$ cat src/rtl/monmult_arbiter_if.sv
// Requester and engine-side bus of the Montgomery multiplier arbiter.
// The arbiter uses the slave modport; the requesters/engine environment uses master.
interface monmult_arbiter_if #(
    parameter int unsigned WIDTH = 64
);
    logic [1:0]         req_valid;
    logic [2*WIDTH-1:0] req_a;
    logic [2*WIDTH-1:0] req_b;
    logic [2*WIDTH-1:0] req_m;
    logic [1:0]         req_ready;
    logic [1:0]         resp_valid;
    logic [WIDTH:0]     resp_p;
    logic               resp_err;
    logic               mm_go;
    logic [WIDTH-1:0]   mm_a;
    logic [WIDTH-1:0]   mm_b;
    logic [WIDTH-1:0]   mm_m;
    logic [WIDTH:0]     mm_p;
    logic               mm_ready;

    modport slave (
        input  req_valid, req_a, req_b, req_m, mm_p, mm_ready,
        output req_ready, resp_valid, resp_p, resp_err, mm_go, mm_a, mm_b, mm_m
    );

    modport master (
        output req_valid, req_a, req_b, req_m, mm_p, mm_ready,
        input  req_ready, resp_valid, resp_p, resp_err, mm_go, mm_a, mm_b, mm_m
    );
endinterface

$ cat src/rtl/monmult_arbiter.sv
// Round-robin arbiter sharing one Montgomery multiplier engine between two requesters,
// with operand latching, GO sequencing, result return and a RUN watchdog.
module monmult_arbiter #(
    parameter int unsigned WIDTH   = 64,
    parameter int unsigned TIMEOUT = 255
) (
    input  logic             pclk,
    input  logic             reset,
    monmult_arbiter_if.slave bus,
    output logic             busy,
    output logic             grant_id
);
    localparam int unsigned TW = $clog2(TIMEOUT + 1);

    typedef enum logic [1:0] {S_IDLE, S_RUN, S_RESP} state_e;

    state_e           state_q, state_d;
    logic             mm_go_q, mm_go_d;
    logic [WIDTH-1:0] mm_a_q, mm_a_d;
    logic [WIDTH-1:0] mm_b_q, mm_b_d;
    logic [WIDTH-1:0] mm_m_q, mm_m_d;
    logic [1:0]       resp_valid_q, resp_valid_d;
    logic [WIDTH:0]   resp_p_q, resp_p_d;
    logic             resp_err_q, resp_err_d;
    logic             grant_id_q, grant_id_d;
    logic             rr_q, rr_d;
    logic [TW-1:0]    timer_q, timer_d;
    logic             win_c;
    logic [1:0]       req_ready_c;

    // Contention goes to the requester not served last; otherwise the lone valid one wins.
    always_comb begin
        if (&bus.req_valid) win_c = rr_q;
        else                win_c = bus.req_valid[1];
    end

    always_comb begin
        state_d      = state_q;
        mm_go_d      = mm_go_q;
        mm_a_d       = mm_a_q;
        mm_b_d       = mm_b_q;
        mm_m_d       = mm_m_q;
        resp_valid_d = 2'b00;
        resp_p_d     = resp_p_q;
        resp_err_d   = resp_err_q;
        grant_id_d   = grant_id_q;
        rr_d         = rr_q;
        timer_d      = timer_q;
        req_ready_c  = 2'b00;

        unique case (state_q)
            S_IDLE: begin
                if (|bus.req_valid) begin
                    req_ready_c[win_c] = 1'b1;
                    mm_a_d     = win_c ? bus.req_a[2*WIDTH-1:WIDTH] : bus.req_a[WIDTH-1:0];
                    mm_b_d     = win_c ? bus.req_b[2*WIDTH-1:WIDTH] : bus.req_b[WIDTH-1:0];
                    mm_m_d     = win_c ? bus.req_m[2*WIDTH-1:WIDTH] : bus.req_m[WIDTH-1:0];
                    grant_id_d = win_c;
                    timer_d    = '0;
                    mm_go_d    = 1'b1;
                    state_d    = S_RUN;
                end
            end
            S_RUN: begin
                if (timer_q != TW'(TIMEOUT)) timer_d = timer_q + TW'(1);
                // Completion takes precedence over a coincident watchdog expiry.
                if (bus.mm_ready && mm_go_q) begin
                    resp_p_d   = bus.mm_p;
                    resp_err_d = 1'b0;
                    mm_go_d    = 1'b0;
                    resp_valid_d[grant_id_q] = 1'b1;
                    state_d    = S_RESP;
                end else if (timer_q == TW'(TIMEOUT)) begin
                    resp_p_d   = '0;
                    resp_err_d = 1'b1;
                    mm_go_d    = 1'b0;
                    resp_valid_d[grant_id_q] = 1'b1;
                    state_d    = S_RESP;
                end
            end
            S_RESP: begin
                rr_d    = ~grant_id_q;
                state_d = S_IDLE;
            end
            default: state_d = S_IDLE;
        endcase
    end

    always_ff @(posedge pclk or posedge reset) begin
        if (reset) begin
            state_q      <= S_IDLE;
            mm_go_q      <= 1'b0;
            mm_a_q       <= '0;
            mm_b_q       <= '0;
            mm_m_q       <= '0;
            resp_valid_q <= 2'b00;
            resp_p_q     <= '0;
            resp_err_q   <= 1'b0;
            grant_id_q   <= 1'b0;
            rr_q         <= 1'b0;
            timer_q      <= '0;
        end else begin
            state_q      <= state_d;
            mm_go_q      <= mm_go_d;
            mm_a_q       <= mm_a_d;
            mm_b_q       <= mm_b_d;
            mm_m_q       <= mm_m_d;
            resp_valid_q <= resp_valid_d;
            resp_p_q     <= resp_p_d;
            resp_err_q   <= resp_err_d;
            grant_id_q   <= grant_id_d;
            rr_q         <= rr_d;
            timer_q      <= timer_d;
        end
    end

    assign bus.req_ready  = req_ready_c;
    assign bus.resp_valid = resp_valid_q;
    assign bus.resp_p     = resp_p_q;
    assign bus.resp_err   = resp_err_q;
    assign bus.mm_go      = mm_go_q;
    assign bus.mm_a       = mm_a_q;
    assign bus.mm_b       = mm_b_q;
    assign bus.mm_m       = mm_m_q;
    assign busy           = (state_q != S_IDLE);
    assign grant_id       = grant_id_q;
endmodule

$ cat src/flat_wrapper.sv
// flat-port wrapper written by rule: the top's interface ports become plain ports
module monmult_arbiter_flat 
#(
    parameter int unsigned WIDTH   = 64,
    parameter int unsigned TIMEOUT = 255
)
  (pclk, reset, busy, grant_id, bus_req_valid, bus_req_a, bus_req_b, bus_req_m, bus_mm_p, bus_mm_ready, bus_req_ready, bus_resp_valid, bus_resp_p, bus_resp_err, bus_mm_go, bus_mm_a, bus_mm_b, bus_mm_m);
  monmult_arbiter_if #(.WIDTH(WIDTH)) bus_i ();
  input  logic pclk;
  input  logic reset;
  output logic busy;
  output logic grant_id;
  input wire logic [$bits(bus_i.req_valid)-1:0] bus_req_valid;
  input wire logic [$bits(bus_i.req_a)-1:0] bus_req_a;
  input wire logic [$bits(bus_i.req_b)-1:0] bus_req_b;
  input wire logic [$bits(bus_i.req_m)-1:0] bus_req_m;
  input wire logic [$bits(bus_i.mm_p)-1:0] bus_mm_p;
  input wire logic [$bits(bus_i.mm_ready)-1:0] bus_mm_ready;
  output wire logic [$bits(bus_i.req_ready)-1:0] bus_req_ready;
  output wire logic [$bits(bus_i.resp_valid)-1:0] bus_resp_valid;
  output wire logic [$bits(bus_i.resp_p)-1:0] bus_resp_p;
  output wire logic [$bits(bus_i.resp_err)-1:0] bus_resp_err;
  output wire logic [$bits(bus_i.mm_go)-1:0] bus_mm_go;
  output wire logic [$bits(bus_i.mm_a)-1:0] bus_mm_a;
  output wire logic [$bits(bus_i.mm_b)-1:0] bus_mm_b;
  output wire logic [$bits(bus_i.mm_m)-1:0] bus_mm_m;
  assign bus_i.req_valid = bus_req_valid;
  assign bus_i.req_a = bus_req_a;
  assign bus_i.req_b = bus_req_b;
  assign bus_i.req_m = bus_req_m;
  assign bus_i.mm_p = bus_mm_p;
  assign bus_i.mm_ready = bus_mm_ready;
  assign bus_req_ready = bus_i.req_ready;
  assign bus_resp_valid = bus_i.resp_valid;
  assign bus_resp_p = bus_i.resp_p;
  assign bus_resp_err = bus_i.resp_err;
  assign bus_mm_go = bus_i.mm_go;
  assign bus_mm_a = bus_i.mm_a;
  assign bus_mm_b = bus_i.mm_b;
  assign bus_mm_m = bus_i.mm_m;
  monmult_arbiter #(.WIDTH(WIDTH), .TIMEOUT(TIMEOUT)) u_core (.pclk(pclk), .reset(reset), .bus(bus_i), .busy(busy), .grant_id(grant_id));
endmodule
$ cat config.mk
export PLATFORM = sky130hd
export DESIGN_NAME = monmult_arbiter_flat
export DESIGN_NICKNAME = d
export VERILOG_FILES = /design/src/rtl/monmult_arbiter_if.sv /design/src/rtl/monmult_arbiter.sv /design/src/flat_wrapper.sv
export SDC_FILE = /design/constraint.sdc
export NUM_CORES = 1
export LEC_CHECK = 0
export ABC_AREA = 1
export ABC_CLOCK_PERIOD_IN_PS = 11800
export CAP_MARGIN = 20
export CORE_AREA = 5 5 279 281
export CTS_BUF_LIST = sky130_fd_sc_hd__clkbuf_8
export CTS_CLUSTER_SIZE = 25
export DETAILED_ROUTE_END_ITERATION = 16
export DIE_AREA = 0 0 284 286
export SLEW_MARGIN = 20
export SYNTH_ARGS = -nofsm -noshare
export SYNTH_HDL_FRONTEND = slang
export SYNTH_SLANG_ARGS = --single-unit
$ cat constraint.sdc
create_clock -name pclk -period 11.8 [get_ports pclk]
set_input_delay 2.36 -clock pclk [delete_from_list [all_inputs] [get_ports pclk]]
set_output_delay 2.36 -clock pclk [all_outputs]
set_load 0.1 [all_outputs]
==> summary.txt, run 1 <==
Min path
  – Hold Crit Depth: 2
  – Worst hold path class: flop to flop
  – HP Start: u_core.bus.mm_m[50]
  – Hold Crit Endpoint: u_core.bus.mm_m[50]

Critical path
  – R2R cell count: 8
  – Worst Path Required: 9.44 ns
  – R2R Setup Slk: 8.46 ns
  – Critical path, cell by cell: clkdlybuf4s50_1, nand2_1, nor2_4, clkdlybuf4s50_1
  – Crit Reg-Reg Startpoint: u_core.state_q[1]
  – CP max stage delay: 1.29 ns
  – Startpoint Class: primary input
  – Crit path from: bus_req_valid[1]
  – Worst path slowest cell: clkdlybuf4s50_1
  – WP data arrival: 5.19 ns
  – Reg2reg end: u_core.bus.mm_m[9]
  – Crit path kind: primary input to output pin
  – Crit path top cell by count: clkdlybuf4s50_1
  – Worst Path Max Fanout: 30
  – CP endpoint kind: output pin
  – Kind of cell adding the most delay to the critical path: buffers and inverters
  – CP Buf/Inv Count: 2

Yosys
  – Netlist cell types: 24
  – YS warnings: 0
  – Register area share after synthesis: 59.0%
  – Syn Std Cell Area: 0.0116 mm2
  – Yosys top cell area share: 59.0%
  – Mean Syn Cell Area: 8.27 um2
  – Cell count after synthesis: 1400
  – Seq cells post-synth: 273
  – Post-synth top area cell: dfrtp_1
  – Main area contributors after synthesis: dfrtp_1 (59%), nand2_1 (22%), nand3_1 (9.0%), o21ai_0 (2.9%), inv_1 (2.5%)
  – Mapped Nets: 1855

Clock tree
  – Hold bufs inserted after CTS: 0
  – Clock Latency Late Sink: 0.61 ns
  – H-Tree Depth: 2
  – CTS resizes: 0
  – Number of buffers created by CTS: 53
  – Postcts setup bufs: 0
  – CTS root buffer: clkbuf_8
  – TritonCTS sink count: 273
  – Clock Path Buffers: 3
  – CTS tree: built
  – Clock Pin Slew Worst Setup and Hold Paths: 0.06 ns

STA
  – Max Freq: 132 MHz
  – RSZ-0062 raised after global routing: false
  – Skew final: 0.0131 ns
  – Setup violators final: 0
  – Max Slew Vio Count: 0
  – TNS Setup: 0 ns
  – Final hold vios: 0
  – Tmin final: 7.55 ns
  – Final Cycle Share: 64.0%
  – Worst Max-Slew Pin Slew: 1.17 ns
  – Max-slew headroom: 21.5%

GRT
  – Largest net degree at the start of global routing: 118
  – Global-route wire length before repair: 75.6 mm
  – Total Routing Usage GR: 11.9%
  – Initial antenna violation count: 1
  – Remaining Overflow, GRT: 0
  – Vias in the first global route: 12297

Final layout
  – Fin nets: 2562
  – Synthesis-to-layout area growth: 80.2%
  – # fillers: 8108
  – Finished Layout Cells: 3128
  – Share of layout cells above drive strength 1: 5.07%

Run status
  – Outcome: finished, final reports clean

Floorplanning
  – Chip height: 286 um
  – Core area: 0.0752 mm2
  – IO Count: 719
  – Initial Util: 15.4%
  – Die ar.: 0.0812 mm2
  – Chip Width: 284 um
  – # rows: 101

Placed design
  – Port bufs: 718
  – Placed cells: 3030
  – Routability cong.: 0.817
  – Post-DP HPWL: 37.6 mm

Drt
  – Post-route DRC: 0
  – Vias per cell: 3.84
  – Starting DRC count in detailed routing: 554
  – Routed len/inst: 16.4 um
  – Routed Antenna Nets: 0
  – TritonRoute pass-1 iters: 5
  – Total number of vias: 12027
  – Total wire length: 51.2 mm

Run
  – Maxcap violations: 0
==> logic make-up after synthesis <==
kind of cell,share of synthesized area (%)
AO/OA/AOI/OAI,3.57
XOR/XNOR,0.0757
adder cells (fa/ha/maj),0.108
buffers and inverters,5.99
flip-flops,59.0
AND/OR/NAND/NOR,31.2
==> synthesized netlist by cell type (all sizes together) <==
| cell | n |
|---|---|
| nand3 | 207 |
| dfrtp | 273 |
| nor2 | 12 |
| or2 | 1 |
| xor2 | 1 |
| ha | 1 |
| buf | 61 |
| inv | 82 |
| nand2 | 667 |
| clkbuf | 17 |
| nand4 | 1 |
| a31oi | 1 |
| a21oi | 3 |
| o21ai | 73 |
==> per-stage QoR <==
step | hold slack [ns] | setup slack, ns | instance area (um2) | util [%]
floorplan | 0.491 | 1.92 | 11600 | -
global placement | 0.479 | 4.18 | 19700 | 26.2
detailed placement | 0.480 | 4.18 | 19700 | 26.2
CTS | 0.497 | 4.18 | 20800 | 27.7
global route | 0.511 | 4.12 | 20800 | 27.7
finish | 0.493 | 4.25 | 20800 | 27.7
==> registers in the layout, summed over array words and instances, names as in the netlist <==
name and cells:
u_core.bus.resp_err 1, u_core.bus.mm_go 1, u_core.bus.mm_m 64, u_core.timer_q 8, u_core.rr_q 1, u_core.bus.resp_p 65, u_core.bus.mm_a 64, u_core.bus.mm_b 64
u_core.bus.resp_valid 2, u_core.grant_id 1, u_core.state_q 2
==> area by class of cell <==
class,count,area (um2),area share [%]
clock inverter,23,100,0.480
clock buffer,74,1020,4.89
inverter,82,315,1.51
multi-input combinational,967,4070,19.5
tap,978,1220,5.87
timing repair buffer,730,7290,35.0
sequential,273,6830,32.8
antenna,1,2.50,0.0120
==> metal layers <==
layer	global-route usage [%]	share of wire (%)	up-vias
met3	4.50	9.8	99
met1	13.8	39	5558
met2	20.0	48	560
met4	4.39	3.5	0
li1	-	-	5810
met5	0	0	-
==> layout by cell type (no fill, tap or decap), types with 3 or more instances in the layout <==
| cell type | count |
|---|---|
| clkinv_2 | 8 |
| nor2_1 | 7 |
| nand2_1 | 667 |
| buf_4 | 11 |
| inv_2 | 4 |
| inv_1 | 91 |
| dfrtp_1 | 273 |
| o21ai_1 | 4 |
| nor2_4 | 3 |
| clkbuf_8 | 74 |
| clkdlybuf4s50_1 | 718 |
| o21ai_0 | 67 |
| nand3_1 | 207 |
==> worst reg2reg max path: cells and delay by family (launching register included) <==
kind | cells | cell delay [ns]
AO/OA/AOI/OAI | 2 | 0.41
buffers and inverters | 3 | 1.80
flip-flops | 1 | 0.43
AND/OR/NAND/NOR | 3 | 0.62
==> worst max-delay path by stage <==
stage / slack [ns] / endpoint / depth (start not counted)
final: 4.25 / bus_req_ready[1] / 4
after global routing: 4.12 / bus_req_ready[1] / 5
after CTS: 4.18 / bus_req_ready[1] / 4
after detailed placement: 4.18 / bus_req_ready[1] / 4
after global placement: 4.18 / bus_req_ready[1] / 4
after floorplan: 1.92 / u_core.bus.mm_a[0] / 1
Power of run 1 is left out: the tool's default activity adds up to more than one toggle a clock period on the data nets, which glitch-free logic cannot reach.
==> run 2, diff against run 1 <==
--- a/config.mk
+++ b/config.mk
@@ -6,7 +6,7 @@
 export NUM_CORES = 1
 export LEC_CHECK = 0
 export ABC_AREA = 1
-export ABC_CLOCK_PERIOD_IN_PS = 11800
+export ABC_CLOCK_PERIOD_IN_PS = 6470
 export CAP_MARGIN = 20
 export CORE_AREA = 5 5 279 281
 export CTS_BUF_LIST = sky130_fd_sc_hd__clkbuf_8
==> constraint.sdc (replaced) <==
create_clock -name pclk -period 6.47 [get_ports pclk]
set_input_delay 1.294 -clock pclk [delete_from_list [all_inputs] [get_ports pclk]]
set_output_delay 1.294 -clock pclk [all_outputs]
set_load 0.1 [all_outputs]
==> run 2 against run 1 <==
  * Core utilization up 0.070 points
  * Clock skew down 0.0010 ns
  * Count of clock-buffer cells in the layout down 2
  * Worst hold slack better by 0.0011 ns
  * First-iteration DRC count down 8.5%
  * Critical path type unchanged
  * Critical endpoint unchanged
  * Largest cell class unchanged
  * Highest routed layer is now met5
==> summary.txt, run 2 (synthesis results as in run 1) <==
Run status
  – Outcome: finished, final reports clean (unchanged)

Drt
  – TritonRoute pass-1 iters: 5 (unchanged)
  – Vias per cell: 3.78 (was 3.84)
  – Post-route DRC: 0 (unchanged)
  – Routed len/inst: 16.3 um (was 16.4 um)
  – Total number of vias: 11846 (was 12027)
  – Starting DRC count in detailed routing: 507 (was 554)
  – Total wire length: 51.1 mm (was 51.2 mm)
  – Routed Antenna Nets: 0 (unchanged)

Clock tree
  – CTS tree: built (unchanged)
  – Clock Pin Slew Worst Setup and Hold Paths: 0.05 ns (was 0.06 ns)
  – H-Tree Depth: 2 (unchanged)
  – Clock Path Buffers: 3 (unchanged)
  – CTS root buffer: clkbuf_8 (unchanged)
  – Clock Latency Late Sink: 0.60 ns (was 0.61 ns)
  – Hold bufs inserted after CTS: 0 (unchanged)
  – CTS resizes: 0 (unchanged)
  – TritonCTS sink count: 273 (unchanged)
  – Number of buffers created by CTS: 51 (was 53)
  – Postcts setup bufs: 0 (unchanged)

GRT
  – Total Routing Usage GR: 11.9% (about the same)
  – Initial antenna violation count: 6 (was 1)
  – Global-route wire length before repair: 76.1 mm (was 75.6 mm)
  – Largest net degree at the start of global routing: 142 (was 118)
  – GRT met1 Usage: 13.5% (was 13.8%)
  – M2 GR Usage: 20.5% (was 20.0%)
  – Remaining Overflow, GRT: 0 (unchanged)
  – GRT Max-Usage Layer: met2 (unchanged)
  – Vias in the first global route: 12157 (was 12297)
  – Met3 Track Usage GR: 4.53% (was 4.50%)

Critical path
  – Stages on worst setup path: 4 (unchanged)
  – Worst setup endpoint: bus_req_ready[1] (unchanged)
  – R2R cell count: 7 (was 8)
  – Crit path from: bus_req_valid[1] (unchanged)
  – CP endpoint kind: output pin (unchanged)
  – WP data arrival: 3.56 ns (was 5.19 ns)
  – CP Buf/Inv Count: 2 (unchanged)
  – Worst Path Required: 5.18 ns (was 9.44 ns)
  – Startpoint Class: primary input (unchanged)
  – Crit path top cell by count: clkdlybuf4s50_1 (unchanged)
  – Crit path kind: primary input to output pin (unchanged)
  – Kind of cell adding the most delay to the critical path: buffers and inverters (unchanged)
  – R2R Setup Slk: 3.79 ns (was 8.46 ns)
  – CP max stage delay: 1.18 ns (was 1.29 ns)
  – Worst path slowest cell: clkdlybuf4s50_1 (unchanged)
  – Reg2reg end: u_core.bus.mm_b[7] (was u_core.bus.mm_m[9])
  – Worst Path Max Fanout: 3 (was 30)
  – Critical path, cell by cell: clkdlybuf4s50_1, nand2_1, nor2_4, clkdlybuf4s50_1 (unchanged)
  – Crit Reg-Reg Startpoint: u_core.state_q[1] (unchanged)

STA
  – Max Freq: 206 MHz
  – Worst Max-Slew Pin Slew: 1.09 ns (was 1.17 ns)
  – Tmin final: 4.85 ns
  – TNS Setup: 0 ns (unchanged)
  – Setup violators final: 0 (unchanged)
  – Final hold vios: 0 (unchanged)
  – Final Cycle Share: 75.0%
  – Max Slew Vio Count: 0 (unchanged)
  – RSZ-0062 raised after global routing: false (unchanged)
  – Max-slew headroom: 27.2% (was 21.5%)
  – Skew final: 0.0121 ns (was 0.0131 ns)

Floorplanning
  – Initial Util: 15.4% (unchanged)
  – Chip height: 286 um (unchanged)
  – IO Count: 719 (unchanged)
  – # rows: 101 (unchanged)
  – Die ar.: 0.0812 mm2 (unchanged)
  – Core area: 0.0752 mm2 (unchanged)
  – Chip Width: 284 um (unchanged)

Final layout
  – Register Area: 0.00683 mm2 (unchanged)
  – Max reg flops: 65 (unchanged)
  – Fin nets: 2562 (unchanged)
  – Share of layout cells above drive strength 1: 5.02% (was 5.07%)
  – # fillers: 8049 (was 8108)
  – Most common cell after layout, fill and taps aside: clkdlybuf4s50_1 (unchanged)
  – Synthesis-to-layout area growth: 80.6% (was 80.2%)
  – Area occupied by multi-input gates: 0.00407 mm2 (unchanged)
  – Most frequent cells in the layout: clkdlybuf4s50_1 (716), nand2_1 (667), dfrtp_1 (273) (was clkdlybuf4s50_1 (718), nand2_1 (667), dfrtp_1 (273))

Run
  – Maxcap violations: 0 (unchanged)

Placed design
  – Routability cong.: 0.844 (was 0.817)
  – Port bufs: 718 (unchanged)
  – Post-DP HPWL: 37.7 mm (was 37.6 mm)

Min path
  – Worst hold path class: flop to flop (unchanged)
-- run 2: cell types whose count changed in the layout (fill, tap and decap cells not counted) --
cell             change
clkinv_2             -6
inv_1                +4
clkinvlp_4           +1
clkdlybuf4s50_1      -2
buf_4                +3
inv_8                -1
clkbuf_8             -2
diode_2              +3
inv_6                +1
bufinv_16            +2
buf_12               +1
-- run 2: worst min path at each step --
| stage | from | endpoint | slack, ns | cells past startpoint |
|---|---|---|---|---|
| floorplan | u_core.timer_q[0] | u_core.timer_q[0] | 0.49 | 1 |
| detailed placement | u_core.bus.mm_m[58] | u_core.bus.mm_m[58] | 0.48 | 2 |
| global placement | u_core.bus.mm_b[62] | u_core.bus.mm_b[62] | 0.48 | 2 |
| CTS | u_core.bus.mm_b[63] | u_core.bus.mm_b[63] | 0.50 | 2 |
| finish | u_core.bus.mm_b[51] | u_core.bus.mm_b[51] | 0.49 | 2 |
| global route | u_core.bus.mm_a[39] | u_core.bus.mm_a[39] | 0.52 | 2 |
-- run 2: worst min-delay path: cells and delay by family (launching register included) --
| kind | cells | cell delay, ns |
|---|---|---|
| flops | 1 | 0.34 |
| simple gates | 2 | 0.12 |
-- run 2: layer usage --
layer | share of wire [%] | routed length, um
met5 | 0.025 | 13
met1 | 38 | 19600
met2 | 49 | 24900
met3 | 9.7 | 4950
met4 | 3.3 | 1680
-- run 2: layout make-up --
cell class / count / area share [%]
Sequential cell: 273 / 32.7
Inverter: 82 / 1.49
Antenna cell: 4 / 0.0479
Multi-Input combinational cell: 967 / 19.5
Timing Repair Buffer: 732 / 35.0
Clock inverter: 24 / 0.736
Tap cell: 978 / 5.85
Clock buffer: 72 / 4.74
-- run 2: per-stage QoR --
stage | hold slack (ns) | util (%) | worst slack, ns | instances | area (um2)
finish | 0.494 | 27.8 | 1.62 | 3132 | 20900
global route | 0.515 | 27.8 | 1.59 | 3130 | 20900
CTS | 0.498 | 27.8 | 1.60 | 3128 | 20900
detailed placement | 0.480 | 26.3 | 1.60 | 3032 | 19700
global placement | 0.479 | 26.3 | 1.59 | 3032 | 19700
floorplan | 0.491 | - | 1.57 | 1400 | 11600
Power of run 2 is left out for the same reason.
==> run 3, diff against run 2 <==
--- a/config.mk
+++ b/config.mk
@@ -6,7 +6,7 @@
 export NUM_CORES = 1
 export LEC_CHECK = 0
 export ABC_AREA = 1
-export ABC_CLOCK_PERIOD_IN_PS = 6470
+export ABC_CLOCK_PERIOD_IN_PS = 4500
 export CAP_MARGIN = 20
 export CORE_AREA = 5 5 279 281
 export CTS_BUF_LIST = sky130_fd_sc_hd__clkbuf_8
==> constraint.sdc (replaced) <==
create_clock -name pclk -period 4.5 [get_ports pclk]
set_input_delay 0.9 -clock pclk [delete_from_list [all_inputs] [get_ports pclk]]
set_output_delay 0.9 -clock pclk [all_outputs]
set_load 0.1 [all_outputs]
==> run 3 against run 2 <==
  * Sequential cell count did not move
  * Clock skew rose by 0.014 ns
  * Count of clock-buffer cells in the layout fell by 3
  * Worst hold slack got worse by 0.0038 ns
  * Via count rose by 0.84%
  * Cell count rose by 0.16%
  * Worst setup slack got worse by 0.49 ns
  * Die area did not move
  * Non-clock buffer count rose by 7
  * Critical path depth fell by 1
  * Cell area rose by 0.61%
  * Core utilization rose by 0.17 points
  * Critical endpoint is now busy
==> summary.txt, run 3 (synthesis results as in run 1) <==
STA
  – Worst Max-Slew Pin Slew: 1.07 ns (was 1.09 ns)
  – Max-slew headroom: 28.3% (was 27.2%)
  – Tmin final: 3.37 ns
  – TNS Setup: 0 ns (unchanged)
  – Setup violators final: 0 (unchanged)
  – Final Cycle Share: 74.9%
  – RSZ-0062 raised after global routing: false (unchanged)
  – Max Freq: 297 MHz
  – Skew final: 0.0257 ns (was 0.0121 ns)
  – Max Slew Vio Count: 0 (unchanged)
  – Final hold vios: 0 (unchanged)

Clock tree
  – CTS resizes: 0 (unchanged)
  – Clock Pin Slew Worst Setup and Hold Paths: 0.06 ns (was 0.05 ns)
  – Postcts setup bufs: 0 (unchanged)
  – TritonCTS sink count: 273 (unchanged)
  – Clock Path Buffers: 3 (unchanged)
  – H-Tree Depth: 2 (unchanged)
  – Hold bufs inserted after CTS: 0 (unchanged)
  – CTS root buffer: clkbuf_8 (unchanged)
  – Clock Latency Late Sink: 0.62 ns (was 0.60 ns)
  – Number of buffers created by CTS: 53 (was 51)
  – CTS tree: built (unchanged)

Floorplanning
  – Chip Width: 284 um (unchanged)
  – Die ar.: 0.0812 mm2 (unchanged)
  – Core area: 0.0752 mm2 (unchanged)
  – # rows: 101 (unchanged)
  – Chip height: 286 um (unchanged)
  – IO Count: 719 (unchanged)
  – Initial Util: 15.4% (unchanged)

Final layout
  – Fin nets: 2571 (was 2562)
  – # fillers: 8036 (was 8049)
  – Synthesis-to-layout area growth: 81.7% (was 80.6%)
  – Max reg flops: 65 (unchanged)
  – Area occupied by multi-input gates: 0.00407 mm2 (unchanged)
  – Post-route cell area: 0.0210 mm2 (was 0.0209 mm2)
  – Share of layout cells above drive strength 1: 5.29% (was 5.02%)
  – Most frequent cells in the layout: clkdlybuf4s50_1 (715), nand2_1 (667), dfrtp_1 (273) (was clkdlybuf4s50_1 (716), nand2_1 (667), dfrtp_1 (273))
  – Finished Layout Cells: 3137 (was 3132)
  – Register Area: 0.00683 mm2 (unchanged)
  – Most common cell after layout, fill and taps aside: clkdlybuf4s50_1 (unchanged)

Drt
  – TritonRoute pass-1 iters: 5 (unchanged)
  – Total number of vias: 11946 (was 11846)
  – Routed len/inst: 16.6 um (was 16.3 um)
  – Vias per cell: 3.81 (was 3.78)
  – Total wire length: 52.1 mm (was 51.1 mm)
  – Starting DRC count in detailed routing: 482 (was 507)
  – WL met2: 25.6 mm (was 24.9 mm)
  – Highest Signal Layer: met5 (unchanged)
  – Post-route DRC: 0 (unchanged)
  – Routed Antenna Nets: 0 (unchanged)
  – Met3 routed WL: 4.59 mm (was 4.95 mm)
  – M1 wire length: 20.2 mm (was 19.6 mm)

GRT
  – Largest net degree at the start of global routing: 167 (was 142)
  – Total Routing Usage GR: 12.1% (was 11.9%)
  – Remaining Overflow, GRT: 0 (unchanged)
  – Vias in the first global route: 12267 (was 12157)
  – Global-route wire length before repair: 77.0 mm (was 76.1 mm)
  – Initial antenna violation count: 6 (unchanged)

Placed design
  – Cell Area, Placed: 0.0199 mm2 (was 0.0197 mm2)
  – Routability cong.: 0.850 (was 0.844)
  – Placed cells: 3039 (was 3032)
  – Post-DP HPWL: 39.0 mm (was 37.7 mm)
  – Port bufs: 718 (unchanged)

Critical path
  – Startpoint Class: flop (was primary input)
  – R2R Setup Slk: 2.36 ns (was 3.79 ns)
  – Worst Path Required: 3.60 ns (was 5.18 ns)
  – Crit path kind: flop to output pin (was primary input to output pin)
  – WP data arrival: 2.47 ns (was 3.56 ns)
  – Crit Reg-Reg Startpoint: u_core.state_q[1] (unchanged)
  – CP endpoint kind: output pin (unchanged)
  – Reg2reg end: u_core.bus.mm_a[16] (was u_core.bus.mm_b[7])
  – R2R cell count: 6 (was 7)
  – Worst Path Max Fanout: 4 (was 3)

Min path
  – HP Start: u_core.bus.mm_m[46] (was u_core.bus.mm_b[51])
  – Hold Crit Endpoint: u_core.bus.mm_m[46] (was u_core.bus.mm_b[51])
  – Hold Crit Depth: 2 (unchanged)
  – Worst hold path class: flop to flop (unchanged)

Run
  – Maxcap violations: 0 (unchanged)

Run status
  – Outcome: finished, final reports clean (unchanged)
run 3: cell types whose count changed in the layout (fill, tap and decap cells not counted), moves of 2 or more:
cell      before  now
diode_2        4    6
clkbuf_8      72   69
inv_1         95   93
buf_12         2    9
run 3: cell type report:
| type | count | area share (%) |
|---|---|---|
| clock buffer | 69 | 4.52 |
| antenna | 6 | 0.0714 |
| timing repair buffer | 739 | 35.4 |
| clock inverter | 23 | 0.857 |
| multi-input combinational | 967 | 19.3 |
| tap | 978 | 5.82 |
| sequential | 273 | 32.5 |
| inverter | 82 | 1.48 |
run 3: how the worst max path moves through the flow:
stage / from / endpoint / cells past startpoint
global placement: bus_req_valid[1] / bus_req_ready[1] / 4
detailed placement: bus_req_valid[1] / bus_req_ready[1] / 4
floorplan: reset / u_core.bus.mm_a[0] / 1
finish: u_core.state_q[1] / busy / 3
CTS: u_core.state_q[1] / busy / 3
global route: u_core.state_q[1] / busy / 3
run 3: per-layer routing:
layer | vias to the layer above | GRT usage, %
met5 | - | 0
met3 | 89 | 4.16
met2 | 494 | 20.7
met1 | 5536 | 14.0
li1 | 5825 | -
met4 | 2 | 4.50
run 3: stage by stage:
| stage | hold WS (ns) | setup slack (ns) | util, % |
|---|---|---|---|
| global route | 0.510 | 1.02 | 28.0 |
| floorplan | 0.491 | -0.00940 | - |
| CTS | 0.497 | 1.03 | 27.9 |
| finish | 0.491 | 1.13 | 28.0 |
| global placement | 0.479 | 1.19 | 26.4 |
| detailed placement | 0.480 | 1.17 | 26.4 |
run 3: worst max-delay path: stages, from the launching register on:
cell and delay [ns]:
dfrtp_1 0.43, nor2_2 0.09, inv_2 0.13, clkdlybuf4s50_1 1.19
Power of run 3 is left out for the same reason.
